File: src/rtl/codec_config_sequencer.sv
`timescale 1ns/1ps
// codec_config_sequencer
// Boot-time programmer for the WM8731 audio CODEC. Walks a fixed 11-entry
// register table and hands each 24-bit write to an external I2C byte engine
// through a req/done handshake. NACKed writes are resent after a short gap,
// and each entry has a bounded number of resends. The outcome is reported
// as a sticky done or error flag.
module codec_config_sequencer #(
    parameter logic [7:0] DEV_ADDR      = 8'h34,
    parameter int         SETTLE_CYCLES = 50000,
    parameter int         RETRY_GAP     = 1000,
    parameter int         MAX_RETRIES   = 3
) (
    input  logic        CLOCK_50,
    input  logic        reset,
    input  logic        start,
    output logic        i2c_req,
    output logic [23:0] i2c_data,
    input  logic        i2c_done,
    input  logic        i2c_nack,
    output logic        busy,
    output logic        done,
    output logic        error,
    output logic [3:0]  entry_idx
);

    // One counter serves both the post-reset settle delay and the NACK gap,
    // so it is sized for the longer of the two.
    localparam int CNT_MAX = (SETTLE_CYCLES > RETRY_GAP) ? SETTLE_CYCLES : RETRY_GAP;
    localparam int CNT_W   = (CNT_MAX > 1) ? $clog2(CNT_MAX + 1) : 1;
    localparam int RTY_W   = (MAX_RETRIES > 0) ? $clog2(MAX_RETRIES + 1) : 1;

    localparam logic [CNT_W-1:0] SETTLE_LOAD = CNT_W'(SETTLE_CYCLES - 1);
    localparam logic [CNT_W-1:0] GAP_LOAD    = CNT_W'(RETRY_GAP - 1);
    localparam logic [RTY_W-1:0] RTY_LIMIT   = RTY_W'(MAX_RETRIES);
    localparam logic [3:0]       LAST_IDX    = 4'd10;

    // Sequencer states
    localparam logic [2:0] ST_IDLE   = 3'd0;
    localparam logic [2:0] ST_SEND   = 3'd1;
    localparam logic [2:0] ST_WAIT   = 3'd2;
    localparam logic [2:0] ST_SETTLE = 3'd3;
    localparam logic [2:0] ST_GAP    = 3'd4;
    localparam logic [2:0] ST_DONE   = 3'd5;
    localparam logic [2:0] ST_ERROR  = 3'd6;

    logic [2:0]       state_q, state_d;
    logic [3:0]       idx_q, idx_d;
    logic [RTY_W-1:0] retry_q, retry_d;
    logic [CNT_W-1:0] cnt_q, cnt_d;
    logic             req_q, req_d;
    logic [23:0]      data_q, data_d;

    // Register/value words: {reg[6:0], val[8:0]}. Entry 0 is the CODEC soft
    // reset; R9 (active) is written last so the CODEC wakes fully configured.
    function automatic logic [15:0] table_word(input logic [3:0] idx);
        logic [15:0] w;
        case (idx)
            4'd0:    w = 16'h1E00;
            4'd1:    w = 16'h0017;
            4'd2:    w = 16'h0217;
            4'd3:    w = 16'h0479;
            4'd4:    w = 16'h0679;
            4'd5:    w = 16'h0812;
            4'd6:    w = 16'h0A00;
            4'd7:    w = 16'h0C00;
            4'd8:    w = 16'h0E01;
            4'd9:    w = 16'h1000;
            4'd10:   w = 16'h1201;
            default: w = 16'h0000;
        endcase
        return w;
    endfunction

    // Next-state logic: handshake, retry policy and delay countdowns
    always_comb begin
        state_d = state_q;
        idx_d   = idx_q;
        retry_d = retry_q;
        cnt_d   = cnt_q;
        req_d   = req_q;
        data_d  = data_q;

        case (state_q)
            ST_IDLE, ST_DONE, ST_ERROR: begin
                if (start) begin
                    state_d = ST_SEND;
                    idx_d   = 4'd0;
                    retry_d = '0;
                end
            end

            // Request goes out one cycle after entering SEND, which
            // guarantees at least one low cycle between consecutive writes.
            ST_SEND: begin
                req_d   = 1'b1;
                data_d  = {DEV_ADDR, table_word(idx_q)};
                state_d = ST_WAIT;
            end

            // start is deliberately not looked at here: a completion always
            // takes priority and a restart mid-transfer is not allowed.
            ST_WAIT: begin
                if (i2c_done) begin
                    req_d = 1'b0;
                    if (!i2c_nack) begin
                        if (idx_q == 4'd0) begin
                            state_d = ST_SETTLE;
                            cnt_d   = SETTLE_LOAD;
                        end else if (idx_q == LAST_IDX) begin
                            state_d = ST_DONE;
                        end else begin
                            state_d = ST_SEND;
                            idx_d   = idx_q + 4'd1;
                            retry_d = '0;
                        end
                    end else if (retry_q < RTY_LIMIT) begin
                        state_d = ST_GAP;
                        cnt_d   = GAP_LOAD;
                        retry_d = retry_q + 1'b1;
                    end else begin
                        state_d = ST_ERROR;
                    end
                end
            end

            // Give the CODEC time to come out of its soft reset
            ST_SETTLE: begin
                if (cnt_q == '0) begin
                    state_d = ST_SEND;
                    idx_d   = 4'd1;
                    retry_d = '0;
                end else begin
                    cnt_d = cnt_q - 1'b1;
                end
            end

            // Back off before resending the same entry
            ST_GAP: begin
                if (cnt_q == '0) begin
                    state_d = ST_SEND;
                end else begin
                    cnt_d = cnt_q - 1'b1;
                end
            end

            default: begin
                state_d = ST_IDLE;
                req_d   = 1'b0;
            end
        endcase
    end

    // State registers with synchronous active-low reset; a reset during a
    // transfer drops the request on the same edge.
    always_ff @(posedge CLOCK_50) begin
        if (!reset) begin
            state_q <= ST_IDLE;
            idx_q   <= 4'd0;
            retry_q <= '0;
            cnt_q   <= '0;
            req_q   <= 1'b0;
            data_q  <= 24'h000000;
        end else begin
            state_q <= state_d;
            idx_q   <= idx_d;
            retry_q <= retry_d;
            cnt_q   <= cnt_d;
            req_q   <= req_d;
            data_q  <= data_d;
        end
    end

    // Status outputs decode directly from the registered state
    assign busy      = (state_q == ST_SEND) || (state_q == ST_WAIT) ||
                       (state_q == ST_SETTLE) || (state_q == ST_GAP);
    assign done      = (state_q == ST_DONE);
    assign error     = (state_q == ST_ERROR);
    assign i2c_req   = req_q;
    assign i2c_data  = data_q;
    assign entry_idx = idx_q;

endmodule

File: config.mk
export PLATFORM = sky130hd
export DESIGN_NAME = codec_config_sequencer
export DESIGN_NICKNAME = d
export VERILOG_FILES = /design/src/rtl/codec_config_sequencer.sv
export SDC_FILE = /design/constraint.sdc
export NUM_CORES = 1
export LEC_CHECK = 0
export ABC_AREA = 1
export CELL_PAD_IN_SITES_DETAIL_PLACEMENT = 0
export CELL_PAD_IN_SITES_GLOBAL_PLACEMENT = 1
export CORE_MARGIN = 4
export CORE_UTILIZATION = 41
export DETAILED_ROUTE_END_ITERATION = 8
export PLACE_DENSITY_LB_ADDON = 0.1
export SLEW_MARGIN = 5
export SYNTH_ARGS = -nofsm -noshare
export SYNTH_HDL_FRONTEND = slang
export SYNTH_SLANG_ARGS = --single-unit
File: constraint.sdc
create_clock -name CLOCK_50 -period 5 [get_ports CLOCK_50]
set_clock_uncertainty 0.1 [all_clocks]
set_input_delay 1.25 -clock CLOCK_50 [delete_from_list [all_inputs] [get_ports CLOCK_50]]
set_output_delay 1.25 -clock CLOCK_50 [all_outputs]
set_load 0.03 [all_outputs]
==> impl_metrics.toml, run 1 <==
[outcome]
status = "complete, no violations"

[synthesis]
synth_top_family_by_area = "simple AND/OR/NAND/NOR gates"
synth-simple-area-share_pct = 39.3
yosysWarnings = 0
synth_top_cell_by_area = "dfxtp_1"
netlist_instances = 374
yosys.area.top_type_share_pct = 30.1
muxShareOfSynthArea_pct = 0
synth_area_mm2 = 0.00239
synth_edf_count = 0
synth_xor_area_share_pct = 1.83
netlist_top_cells_area = "dfxtp_1 30%, nand2_1 16%, nor2_1 8.9%"
ys_ff_latch = 36
avgSynthCellArea_um2 = 6.40
yosys-top-cells-count = "99 x nand2_1, 57 x nor2_1, 36 x dfxtp_1"
synth_ff_type = "dfxtp_1"
synth_most_common_cell = "nand2_1"
async_flop_share_pct = 0
seq_area_frac_synth_pct = 30.1
synth_fa_ha_area_share_pct = 3.14
synth.distinct_cells = 35
synth-compound-area-share_pct = 12.8

[placement]
dp_cells = 459
port_buffers = 26
place.gp.congestion = 0.791
dp_hpwl_mm = 4.31

[sta]
period_minus_slack_ps = 3530
final_max_slew_viol_count = 0
tightest_slew_ps = 880
hold_slack_ps = 376
rsz0062_at_grt = "no"
finalCritPeriodShare_pct = 70.5
max_freq_mhz = 284
finalSetupTns_ps = 0
setup_violations = 0
slew_headroom_pct = 41.3
hold_violations = 0

[power]
share_seq_of_total_power_pct = 24.0
p_int_uw = 929
clkPwrFrac_pct = 11.0
pwr-share-comb_pct = 64.9
netSwitchingFraction_pct = 53.8
ir_drop_uv = 388
p_sw_uw = 1080
powerDensity_mw_per_mm2 = 741
p_leak_uw = 0.00122

[setup_path]
regToRegSetupSlack_ps = 2840
crit_arrival_ps = 2180
critical_path.cell_chain = "nand2_1 > nor2_2 > inv_2 > nand4_1 > clkdlybuf4s50_1"
reg2reg_depth = 11
critPathSlowestCell = "clkdlybuf4s50_1"
required_ps = 3650
critPathMaxFanout = 10
r2r_end = "cnt_q[9]"
cp-start-kind = "register"
timing.rr.start = "entry_idx[0]"
end_kind = "output pin"
cp_slowest_stage_delay_ps = 670
critical_path_class = "register to output pin"

[cells_and_area]
fin_nets = 405
layout-drive-gt1-share_pct = 7.85
finalNonFillerCells = 467
antenna_cells = 0
syn2layout_area_growth_pct = 13.4

[grt]
track_usage_pct = 17.5
grt-ovfl-total = 0
grt_max_degree = 26
grt_pass1_wl_mm = 10.3
grtUsageMet1_pct = 22.5
top_usage_layer = "met2"
grt_pass1_vias = 2202
use_met3_pct = 2.85
antenna_found_initial = 0
use_met2_pct = 29.8

[floorplanning]
start_util_pct = 42.9
dieWidth_um = 84.4
core_area_mm2 = 0.00557
row_count = 27
die_area_mm2 = 0.00712
die_y_um = 84.4
pin_count = 37

[run]
cap_violations = 0

[clock_network]
htree_levels = 2
cts_hold_buf = 0
clk_latency_ps = 290
tritoncts = "done"
cts.sinks = 36
clk_pin_slew_ps = 80
post-cts-setup-buffers = 0
cts_root_buf = "clkbuf_8"
clock_path_buffers = 2
numCtsBuffers = 5
ctsResizeCount = 0

[worst_hold_path]
worstHoldPathCells = 2
hold_end = "i2c_data[2]"
min_from = "i2c_data[2]"
hold_class = "register to register"

[route]
ant_nets = 0
drtPass1Iterations = 4
drtIter0Drc = 84
viasPerCell = 5.00
routed_wl_mm = 5.91
drt-wirelength-per-cell_um = 12.7
drc = 0
vias = 2334
## layout by cell type, fill, tap and decap left out, types with 2 or more instances in the layout
cell type / instances
nor2_1: 57
a21oi_1: 28
nand3_2: 3
nand2_1: 99
nor3_1: 4
ha_1: 6
nand3b_1: 2
clkdlybuf4s50_1: 26
clkbuf_8: 6
o21ai_1: 2
nand4_1: 2
inv_2: 5
nand3_1: 27
inv_1: 31
nor2_2: 5
clkinv_2: 2
a31oi_1: 3
xor2_1: 5
nor2_8: 2
inv_4: 2
o21ai_0: 21
conb_1: 10
dfxtp_1: 36
## worst max-delay path: cells and delay by family, from the launching register on
kind,cells,cell delay (ps)
AND/OR/NAND/NOR,3,520
buffers and inverters,2,850
flip-flops,1,500
## power groups by stage
| stage | Combinational (µW) | Sequential [µW] | Clock (µW) |
|---|---|---|---|
| finish | 1310 | 483 | 222 |
| global route | 1500 | 500 | 239 |
| CTS | 1310 | 482 | 231 |
| detailed placement | 1310 | 489 | 0 |
| global placement | 1310 | 488 | 0 |
| floorplan | 988 | 526 | 0 |
## through the flow
step | power [µW] | instance area (µm²) | worst slack [ps] | utilization [%]
floorplan | 1510 | 2430 | 2470 | -
global placement | 1800 | 2620 | 1810 | 47.0
detailed placement | 1800 | 2620 | 1780 | 47.0
CTS | 2030 | 2710 | 1460 | 48.7
global route | 2240 | 2710 | 1260 | 48.7
finish | 2010 | 2710 | 1470 | 48.7
## how the worst max path moves through the flow
stage                           from    to  slack (ps)
after floorplan           state_q[0]  busy        2470
after global placement    state_q[0]  busy        1810
after detailed placement  state_q[0]  busy        1780
after CTS                 state_q[0]  busy        1460
after global routing      state_q[0]  busy        1260
final                     state_q[0]  busy        1470
## flip-flops by register name (all words and copies together), names as in the netlist
signal / flops
entry_idx: 4
cnt_q: 16
retry_q: 2
state_q: 3
i2c_data: 10
i2c_req: 1
## final cells by class
class	count	area (µm²)
clock inverter	2	10.0
multi-input combinational	287	1400
inverter	38	148
sequential	36	721
clock buffer	6	82.6
fill	633	2860
timing repair buffer	26	260
tap	72	90.1
## cell families after synthesis
logic type / after synthesis
fa+ha+maj: 6
compound gates: 58
flops: 36
simple gates: 208
buf+inv: 60
xor+xnor: 5
other cells: 1
## per-layer routing
layer  up-vias  part of all wire (%)
met2        44                    49
li1       1220                     -
met5         -                     0
met1      1064                    46
met3         6                   3.6
met4         0                   1.1
(Power assumes the default switching activity.)
==> run 2: changes to the inputs <==
--- a/config.mk
+++ b/config.mk
@@ -9,7 +9,7 @@
 export CELL_PAD_IN_SITES_DETAIL_PLACEMENT = 0
 export CELL_PAD_IN_SITES_GLOBAL_PLACEMENT = 1
 export CORE_MARGIN = 4
-export CORE_UTILIZATION = 41
+export CORE_UTILIZATION = 34
 export DETAILED_ROUTE_END_ITERATION = 8
 export PLACE_DENSITY_LB_ADDON = 0.1
 export SLEW_MARGIN = 5
==> constraint.sdc (replaced) <==
create_clock -name CLOCK_50 -period 3.1 [get_ports CLOCK_50]
set_clock_uncertainty 0.1 [all_clocks]
set_input_delay 0.775 -clock CLOCK_50 [delete_from_list [all_inputs] [get_ports CLOCK_50]]
set_output_delay 0.775 -clock CLOCK_50 [all_outputs]
set_load 0.03 [all_outputs]
==> run 2 against run 1 <==
Combinational power rose by 64%; design area increased by 1.9%; clock-buffer cell count fell by 1; critical path depth unchanged; sequential power grew 60%; register-to-register slack worse by 1900 ps; critical path type unchanged; global-route usage shrank 1.8 points; non-clock buffer count up 3; routed wire length is 5.4% higher; core utilization fell by 8.2 points; sequential cell count unchanged; hold slack got worse by 3.1 ps; largest cell class unchanged.
==> impl_metrics.toml, run 2 (synthesized netlist as in run 1, its figures left out) <==
[clock_network]
numCtsBuffers = 5
tritoncts = "done"
clk_pin_slew_ps = 90
cts.sinks = 36
ctsResizeCount = 0
htree_levels = 2
clk_latency_ps = 290
post-cts-setup-buffers = 0
clock_path_buffers = 2
cts_hold_buf = 0
cts_root_buf = "clkbuf_8"

[cells_and_area]
antenna_cells = 0
largest_reg_flops = 16
syn2layout_area_growth_pct = 15.6
regArea_um2 = 721
multi_input_area_mm2 = 0.00140
nFillCells = 769
layout-drive-gt1-share_pct = 8.54
final_common_cell = "nand2_1"
finalNonFillerCells = 494
regMostFlops = "cnt_q"
final_cell_mix = "99 x nand2_1, 57 x nor2_1, 36 x dfxtp_1"
fin_nets = 408

[route]
drtIter0Drc = 123
routed_wl_mm = 6.23
viasPerCell = 4.70
ant_nets = 0
drtPass1Iterations = 4
vias = 2322
drc = 0
drt-wirelength-per-cell_um = 12.6

[floorplanning]
die_area_mm2 = 0.00844
row_count = 30
die_y_um = 91.9
dieWidth_um = 91.9
pin_count = 37
start_util_pct = 35.0
core_area_mm2 = 0.00683

[placement]
port_buffers = 26
dp_cells = 486
dpl_worst_slack_ps = 585
place.gp.congestion = 0.821
dp_hpwl_mm = 4.67

[worst_hold_path]
hold_end = "i2c_data[10]"
hold_class = "register to register"
worstHoldPathCells = 2
min_from = "i2c_data[10]"

[grt]
track_usage_pct = 15.6
grt_max_degree = 21
grt_pass1_vias = 2218
grt-ovfl-total = 0
antenna_found_initial = 0
grt_pass1_wl_mm = 10.8

[sta]
setup_violations = 0
period_minus_slack_ps = 2820
hold_violations = 0
rsz0062_at_grt = "no"
finalSetupTns_ps = 0
final_max_slew_viol_count = 0
max_freq_mhz = 355
finalCritPeriodShare_pct = 90.8
worst_slack_ps = 284

[setup_path]
critPathSlowestCell = "clkdlybuf4s50_1"
cp_slowest_stage_delay_ps = 680
critical_path.cell_chain = "nand2_1 > nor2_2 > inv_2 > nand4_1 > clkdlybuf4s50_1"
reg2reg_depth = 11
required_ps = 2220
regToRegSetupSlack_ps = 940
r2r_end = "cnt_q[1]"
critPathMaxFanout = 10
cp-start-kind = "register"
timing.rr.start = "entry_idx[0]"
crit_arrival_ps = 1940
end_kind = "output pin"
critical_path_class = "register to output pin"

[power]
ir_drop_uv = 357
p_leak_uw = 0.00123
powerDensity_mw_per_mm2 = 1190

[run]
cap_violations = 0

[outcome]
status = "complete, no violations"
==> run 2: metal layers <==
layer | GRT usage (%) | part of all wire, % | vias up
met5 | 0 | 0 | -
met4 | 4.83 | 0.77 | 0
met3 | 2.95 | 4.4 | 6
met2 | 24.0 | 45 | 47
met1 | 22.1 | 50 | 1051
li1 | - | - | 1218
==> run 2: layout make-up <==
type | count | area share, %
repair buffers | 29 | 10.2
clock inverters | 3 | 0.859
flip-flops and latches | 36 | 26.1
multi-input cells | 287 | 50.7
clock buffers | 5 | 2.49
well taps | 96 | 4.34
inverters | 38 | 5.34
==> run 2: per-stage QoR <==
step	util [%]	hold slack [ps]	total power, µW	area (µm²)
floorplan	-	359	2440	2430
finish	40.5	373	3280	2770
global placement	39.1	363	2940	2670
global route	40.5	397	3650	2770
CTS	40.5	377	3320	2770
detailed placement	39.1	359	2930	2670
==> run 2: how the worst max path moves through the flow <==
stage	startpoint	slack (ps)	to
floorplan	state_q[0]	1050	busy
global placement	state_q[1]	610	busy
detailed placement	i2c_nack	580	cnt_q[1]
CTS	state_q[0]	250	busy
global route	state_q[0]	120	busy
finish	state_q[0]	280	busy
==> run 2: critical path: cells and delay by family, from the launching register on <==
| family | cells | cell delay (ps) |
|---|---|---|
| buf+inv | 2 | 800 |
| flops | 1 | 500 |
| simple gates | 3 | 340 |
==> run 2: report_power, final <==
group,leakage [µW],switching (µW),internal (µW)
Clock,0.0000404,202,160
Combinational,0.000894,1430,718
Sequential,0.000294,162,613
